==> src/rtl/ps2_pkg.sv <==
`default_nettype none
// ============================================================================
// Module      : ps2_pkg
// Description : Shared types, frame constants and parity helper for the
//               buffered PS/2 receiver.
// Revision    : 1.0 - initial release
// ============================================================================
package ps2_pkg;

    typedef enum logic [1:0] {
        IDLE  = 2'd0,
        RX    = 2'd1,
        CHECK = 2'd2
    } state_t;

    // start bit is consumed in IDLE; the shift register holds data, parity, stop
    localparam int FRAME_BITS = 10;

    function automatic logic odd_parity_ok(input logic [7:0] data, input logic parity);
        return ^{data, parity};
    endfunction

endpackage
`default_nettype wire

==> src/rtl/sync_fifo.sv <==
`default_nettype none
// ============================================================================
// Module      : sync_fifo
// Description : First-word-fall-through FIFO; head entry is always on rd_data.
// Revision    : 1.0 - initial release
// ============================================================================
module sync_fifo #(
    parameter int WIDTH = 8,
    parameter int DEPTH = 16
) (
    input  logic                     clk,
    input  logic                     reset,
    input  logic                     wr_en,
    input  logic [WIDTH-1:0]         wr_data,
    input  logic                     rd_en,
    output logic [WIDTH-1:0]         rd_data,
    output logic                     empty,
    output logic                     full,
    output logic [$clog2(DEPTH):0]   count
);

    localparam int              C_AW    = $clog2(DEPTH);
    localparam logic [C_AW:0]   C_DEPTH = (C_AW + 1)'(DEPTH);

    logic [WIDTH-1:0] r_mem [DEPTH];
    logic [C_AW-1:0]  r_wr_ptr;
    logic [C_AW-1:0]  r_rd_ptr;
    logic [C_AW:0]    r_count;
    logic             w_do_wr;
    logic             w_do_rd;

    // a pop frees the slot, so a push into a full FIFO is legal alongside it
    assign w_do_rd = rd_en && (r_count != '0);
    assign w_do_wr = wr_en && ((r_count != C_DEPTH) || w_do_rd);

    always_ff @(posedge clk) begin
        if (w_do_wr) begin
            r_mem[r_wr_ptr] <= wr_data;
        end
    end

    always_ff @(posedge clk or negedge reset) begin
        if (!reset) begin
            r_wr_ptr <= '0;
            r_rd_ptr <= '0;
            r_count  <= '0;
        end else begin
            if (w_do_wr) begin
                r_wr_ptr <= r_wr_ptr + 1'b1;
            end
            if (w_do_rd) begin
                r_rd_ptr <= r_rd_ptr + 1'b1;
            end
            case ({w_do_wr, w_do_rd})
                2'b10:   r_count <= r_count + 1'b1;
                2'b01:   r_count <= r_count - 1'b1;
                default: r_count <= r_count;
            endcase
        end
    end

    assign empty   = (r_count == '0);
    assign full    = (r_count == C_DEPTH);
    assign count   = r_count;
    assign rd_data = empty ? '0 : r_mem[r_rd_ptr];

endmodule
`default_nettype wire

==> src/rtl/ps2_rx_fifo.sv <==
`default_nettype none
// ============================================================================
// Module      : ps2_rx_fifo
// Description : Tick-sampled, filtered PS/2 receiver with frame checking and
//               a FWFT byte queue toward the CPU.
// Revision    : 1.0 - initial release
// ============================================================================
module ps2_rx_fifo
    import ps2_pkg::*;
#(
    parameter int CLK_DIV       = 25,
    parameter int FILTER_LEN    = 8,
    parameter int FIFO_DEPTH    = 16,
    parameter int TIMEOUT_TICKS = 2000
) (
    input  logic                          clk,
    input  logic                          reset,
    input  logic                          ps2c,
    input  logic                          ps2d,
    input  logic                          rx_en,
    input  logic                          rd_en,
    input  logic                          clr_err,
    output logic [7:0]                    rd_data,
    output logic                          empty,
    output logic                          full,
    output logic [$clog2(FIFO_DEPTH):0]   count,
    output logic                          rx_done_tick,
    output logic                          parity_err,
    output logic                          overflow,
    output logic                          frame_err
);

    localparam int                 C_TICK_W   = (CLK_DIV > 1) ? $clog2(CLK_DIV) : 1;
    localparam logic [C_TICK_W-1:0] C_TICK_MAX = C_TICK_W'(CLK_DIV - 1);
    localparam int                 C_TO_W     = $clog2(TIMEOUT_TICKS + 1);
    localparam logic [C_TO_W-1:0]  C_TO_LAST  = C_TO_W'(TIMEOUT_TICKS - 1);
    localparam logic [3:0]         C_BIT_LAST = 4'(FRAME_BITS - 1);

    logic                    r_ps2c_meta, r_ps2c_sync;
    logic                    r_ps2d_meta, r_ps2d_sync;
    logic [C_TICK_W-1:0]     r_tick_cnt;
    logic                    w_tick;
    logic [FILTER_LEN-1:0]   r_filter;
    logic [FILTER_LEN-1:0]   w_filter_next;
    logic                    r_filt_clk;
    logic                    w_fall;
    state_t                  r_state, w_state_next;
    logic [FRAME_BITS-1:0]   r_shift;
    logic [3:0]              r_bit_cnt;
    logic [C_TO_W-1:0]       r_to_cnt;
    logic                    w_start;
    logic                    w_timeout;
    logic                    w_push;
    logic                    w_frame_err_set;
    logic                    w_parity_set;
    logic                    w_overflow_set;
    logic                    w_full;
    logic                    r_rx_done;
    logic                    r_frame_err;
    logic                    r_parity_err;
    logic                    r_overflow;

    // idle-high reset value keeps the filter from seeing a false edge
    always_ff @(posedge clk or negedge reset) begin
        if (!reset) begin
            r_ps2c_meta <= 1'b1;
            r_ps2c_sync <= 1'b1;
            r_ps2d_meta <= 1'b1;
            r_ps2d_sync <= 1'b1;
        end else begin
            r_ps2c_meta <= ps2c;
            r_ps2c_sync <= r_ps2c_meta;
            r_ps2d_meta <= ps2d;
            r_ps2d_sync <= r_ps2d_meta;
        end
    end

    assign w_tick        = (r_tick_cnt == C_TICK_MAX);
    assign w_filter_next = {r_filter[FILTER_LEN-2:0], r_ps2c_sync};
    assign w_fall        = w_tick && r_filt_clk && (w_filter_next == '0);
    assign w_start       = w_fall && rx_en && !r_ps2d_sync;
    assign w_timeout     = w_tick && !w_fall && (r_to_cnt == C_TO_LAST);

    always_ff @(posedge clk or negedge reset) begin
        if (!reset) begin
            r_tick_cnt <= '0;
            r_filter   <= '0;
            r_filt_clk <= 1'b0;
        end else begin
            r_tick_cnt <= w_tick ? '0 : r_tick_cnt + 1'b1;
            if (w_tick) begin
                r_filter <= w_filter_next;
                if (&w_filter_next) begin
                    r_filt_clk <= 1'b1;
                end else if (w_filter_next == '0) begin
                    r_filt_clk <= 1'b0;
                end
            end
        end
    end

    always_ff @(posedge clk or negedge reset) begin
        if (!reset) begin
            r_state <= IDLE;
        end else begin
            r_state <= w_state_next;
        end
    end

    always_comb begin
        w_state_next = r_state;
        case (r_state)
            IDLE:    if (w_start) w_state_next = RX;
            RX: begin
                if (w_fall && (r_bit_cnt == C_BIT_LAST)) begin
                    w_state_next = CHECK;
                end else if (w_timeout) begin
                    w_state_next = IDLE;
                end
            end
            CHECK:   w_state_next = IDLE;
            default: w_state_next = IDLE;
        endcase
    end

    // stop error outranks parity, which outranks a full queue
    always_comb begin
        w_push          = 1'b0;
        w_frame_err_set = 1'b0;
        w_parity_set    = 1'b0;
        w_overflow_set  = 1'b0;
        case (r_state)
            RX:    w_frame_err_set = w_timeout;
            CHECK: begin
                if (!r_shift[9]) begin
                    w_frame_err_set = 1'b1;
                end else if (!odd_parity_ok(r_shift[7:0], r_shift[8])) begin
                    w_parity_set = 1'b1;
                end else if (w_full && !rd_en) begin
                    w_overflow_set = 1'b1;
                end else begin
                    w_push = 1'b1;
                end
            end
            default: ;
        endcase
    end

    always_ff @(posedge clk or negedge reset) begin
        if (!reset) begin
            r_shift   <= '0;
            r_bit_cnt <= '0;
            r_to_cnt  <= '0;
        end else begin
            case (r_state)
                IDLE: begin
                    if (w_start) begin
                        r_bit_cnt <= '0;
                        r_to_cnt  <= '0;
                    end
                end
                RX: begin
                    if (w_fall) begin
                        r_shift   <= {r_ps2d_sync, r_shift[FRAME_BITS-1:1]};
                        r_bit_cnt <= r_bit_cnt + 1'b1;
                        r_to_cnt  <= '0;
                    end else if (w_tick) begin
                        r_to_cnt  <= r_to_cnt + 1'b1;
                    end
                end
                default: ;
            endcase
        end
    end

    always_ff @(posedge clk or negedge reset) begin
        if (!reset) begin
            r_rx_done    <= 1'b0;
            r_frame_err  <= 1'b0;
            r_parity_err <= 1'b0;
            r_overflow   <= 1'b0;
        end else begin
            r_rx_done   <= w_push;
            r_frame_err <= w_frame_err_set;
            if (w_parity_set) begin
                r_parity_err <= 1'b1;
            end else if (clr_err) begin
                r_parity_err <= 1'b0;
            end
            if (w_overflow_set) begin
                r_overflow <= 1'b1;
            end else if (clr_err) begin
                r_overflow <= 1'b0;
            end
        end
    end

    sync_fifo #(
        .WIDTH (8),
        .DEPTH (FIFO_DEPTH)
    ) u_fifo (
        .clk     (clk),
        .reset   (reset),
        .wr_en   (w_push),
        .wr_data (r_shift[7:0]),
        .rd_en   (rd_en),
        .rd_data (rd_data),
        .empty   (empty),
        .full    (w_full),
        .count   (count)
    );

    assign full         = w_full;
    assign rx_done_tick = r_rx_done;
    assign frame_err    = r_frame_err;
    assign parity_err   = r_parity_err;
    assign overflow     = r_overflow;

endmodule
`default_nettype wire

==> config.mk <==
export PLATFORM = sky130hd
export DESIGN_NAME = ps2_rx_fifo
export DESIGN_NICKNAME = d
export VERILOG_FILES = /design/src/rtl/ps2_pkg.sv /design/src/rtl/sync_fifo.sv /design/src/rtl/ps2_rx_fifo.sv
export SDC_FILE = /design/constraint.sdc
export NUM_CORES = 1
export LEC_CHECK = 0
export CAP_MARGIN = 20
export CORE_MARGIN = 3
export CORE_UTILIZATION = 55
export CTS_CLUSTER_DIAMETER = 200
export DETAILED_ROUTE_END_ITERATION = 10
export PLACE_DENSITY = 0.72
export SLEW_MARGIN = 20
export SYNTH_ARGS = -nofsm -noshare
export SYNTH_HDL_FRONTEND = slang
export SYNTH_SLANG_ARGS = --single-unit
==> constraint.sdc <==
create_clock -name clk -period 9.8 [get_ports clk]
set_input_delay 1.96 -clock clk [delete_from_list [all_inputs] [get_ports clk]]
set_output_delay 1.96 -clock clk [all_outputs]
set_load 0.1 [all_outputs]
==> metrics.md <==
| Metric | Value |
|---|---|
| Status | finished clean |
| Fin area | 9140 sq um |
| Setup violations, final | 0 |
| RSZ-0062 raised after global routing | false |
| Most frequent cells in the layout | 128 x edfxtp_1, 56 x dfrtp_1, 42 x nand2_1 |
| Crit-path slowest cell | clkdlybuf4s50_1 |
| Max clock buf depth | 2 |
| Synth cell types | 59 |
| Net Count, Synth | 528 |
| Pleak | 3.53 nW |
| CP max stage delay | 980 ps |
| Worst setup margin | 4300 ps |
| Root buf cell | clkbuf_16 |
| Critical Path Source Type | flop |
| Internal reg-to-reg setup slack | 6200 ps |
| Path type of the worst min-delay path | flop to flop |
| Largest net degree at the start of global routing | 62 |
| Final period utilization | 56.2% |
| Buffers & Inverters on Critical Path | 1 |
| Post-CTS Setup Bufs | 0 |
| DP HPWL | 9900 um |
| Worst rel slew slack | 24.0% |
| Fillers | 977 |
| Starting Density | 57.2% |
| Synth async-reset ratio | 32.3% |
| Most frequent cell on the critical path | mux4_2 |
| Seq/Total Area, Yosys | 66.5% |
| YS warnings | 0 |
| Clock sink count | 189 |
| Num CTS Buffers | 17 |
| CP Capture Type | primary output |
| Cell area power density | 238 nW/um^2 |
| Crit path DAT | 3540 ps |
| PortBufs | 25 |
| Number of synthesized register bits | 189 |
| Setup Crit Path Kind | flop to primary output |
| Ratio of cells with drive above 1 in the final layout | 19.2% |
| Clk slew on worst S/H paths | 70 ps |
| Max-cap viol count | 0 |
| Post-Synthesis Cells | 504 |
| Die H | 127 um |
| Maximum clock frequency | 182 MHz |
| Placer Congestion | 0.781 |
| Via Count | 4,379 |
| Skew-Pair Late Insertion Delay | 430 ps |
| Primary FF master, synth | edfxtp_1 |
| Total power | 0.00218 W |
| DRT Pass-1 Iters | 4 |
| Clk_skew | 8.70 ps |
| Area grow syn2layout | 13.0% |
| Core outline area | 14,100 sq um |
| Cell family with most CP delay | multiplexers |
| Setup_tns | 0 ps |
| H-tree Lvls | 4 |
| Number of synthesized flops with an enable pin | 128 |
| Hold Slack | 358 ps |
| Die area | 16,200 sq um |
| CTS tree | done |
| Peak supply drop | 0.159 mV |
| Nets | 557 |
| Final Hold Fails | 0 |
| Commonest non-fill, non-tap cell in the layout | edfxtp_1 |
| Crit path time final | 5500 ps |
| Mean Syn Cell Area | 16.0 sq um |
| Synthesized area | 8090 sq um |
| Highest fanout seen on the critical path | 35 |
| All-layer global routing usage | 20.8% |
| # rows | 43 |
| Placed Area | 8510 sq um |
| Drt drc | 0 |
| Initial antenna violation count | 0 |
| Global route overflow | 0 |
| Worst-Margin Slew | 1140 ps |
| IO Pins | 26 |
| Pins Over Slew Limit | 0 |
| Via-per-instance ratio | 6.03 |
| Die width | 127 um |
| PostCTS Resize Cnt | 0 |
| First-pass GRT wire length | 24,900 um |
| N_diodes | 0 |
| DRT iter0 DRCs | 440 |
| Routed Antenna Nets | 0 |
| Post-CTS Hold Fix Bufs | 0 |
| Dpl ws | 4410 ps |
| WL per Instance | 21.2 um |
| Vias in the first global route | 4,353 |
| WL final | 15,400 um |
| Req. time, crit path | 7840 ps |
| Worst path cell trace | mux4_2 -> mux4_2 -> nor2b_1 -> clkdlybuf4s50_1 |
cells by family (layout without fill, tap and decap cells):
logic type | Yosys count | after routing | synth area share [%]
multiplexers | 55 | 55 | 13.3
AND/OR/NAND/NOR | 129 | 129 | 8.37
adder cells (fa/ha/maj) | 17 | 17 | 2.63
flip-flops | 189 | 189 | 66.5
XOR/XNOR | 20 | 20 | 2.52
buffers and inverters | 38 | 80 | 1.93
AO/OA/AOI/OAI | 56 | 56 | 4.75
area by class of cell:
cell class	count	area, sq um	share of cell area, %
clock buffers	18	429	4.69
clock inverters	14	190	2.08
inverters	17	66.3	0.725
multi-input cells	277	2560	28.0
flip-flops and latches	189	5380	58.8
well taps	180	225	2.46
repair buffers	31	290	3.18
cells in the mapped netlist (all sizes together) (5+ instances only):
master,count,share of area (%)
a21o,5,0.46
and2,9,0.70
buf,5,0.37
clkbuf,16,0.74
dfrtp,57,18
edfxtp,128,48
ha,17,2.6
inv,17,0.82
mux2,12,1.7
mux4,40,11
nand2,42,1.9
nand2b,6,0.46
nand3,11,0.74
nand4,6,0.46
nor2,17,0.82
nor2b,12,0.93
nor4,7,0.54
o21ai,18,1.1
xnor2,10,1.1
xor2,8,0.87
stage by stage:
step / std cells / util [%]
after floorplan: 504 / -
after global placement: 694 / 60.2
after detailed placement: 694 / 60.2
after CTS: 726 / 64.6
after global routing: 726 / 64.6
final: 726 / 64.6
sequential cells by signal (all words and copies together), names as in the netlist:
| register | cells |
|---|---|
| r_shift | 10 |
| r_to_cnt | 11 |
| r_bit_cnt | 4 |
| r_ps2d_sync | 1 |
| r_tick_cnt | 5 |
| r_ps2d_meta | 1 |
| overflow | 1 |
| r_ps2c_sync | 1 |
| u_fifo.r_mem | 128 |
| u_fifo.r_rd_ptr | 4 |
| u_fifo.count | 5 |
| parity_err | 1 |
| r_filter | 7 |
| r_filt_clk | 1 |
| rx_done_tick | 1 |
| frame_err | 1 |
| u_fifo.r_wr_ptr | 4 |
| r_ps2c_meta | 1 |
| r_state | 2 |
layer usage:
metal | wire length [um] | GRT usage [%]
met3 | 816 | 4.68
met5 | 0 | 0
met4 | 240 | 7.57
met2 | 7730 | 32.5
met1 | 6640 | 29.2
path summary, 6_finish.rpt:
path / endpoint / startpoint / cells past startpoint
setup / recovery: rd_data[5] / u_fifo.r_rd_ptr[0]$_DFFE_PN0P_ / 4
min in group asynchronous: r_bit_cnt[1]$_DFFE_PN0P_ / reset / 2
hold reg to reg: r_ps2d_sync$_DFF_PN1_ / r_ps2d_meta$_DFF_PN1_ / 0
max in group asynchronous: u_fifo.r_rd_ptr[0]$_DFFE_PN0P_ / reset / 2
hold / removal: r_ps2d_sync$_DFF_PN1_ / r_ps2d_meta$_DFF_PN1_ / 0
setup reg to reg: u_fifo.count[4]$_DFFE_PN0P_ / r_shift[1]$_DFFE_PN0P_ / 11
report_power, final:
part           total [W]  switching, W  internal, W
clock network   0.000720      0.000291     0.000428
registers       0.000951     0.0000844     0.000866
logic           0.000508      0.000326     0.000182
No activity file was read; power rests on OpenSTA's default activity.
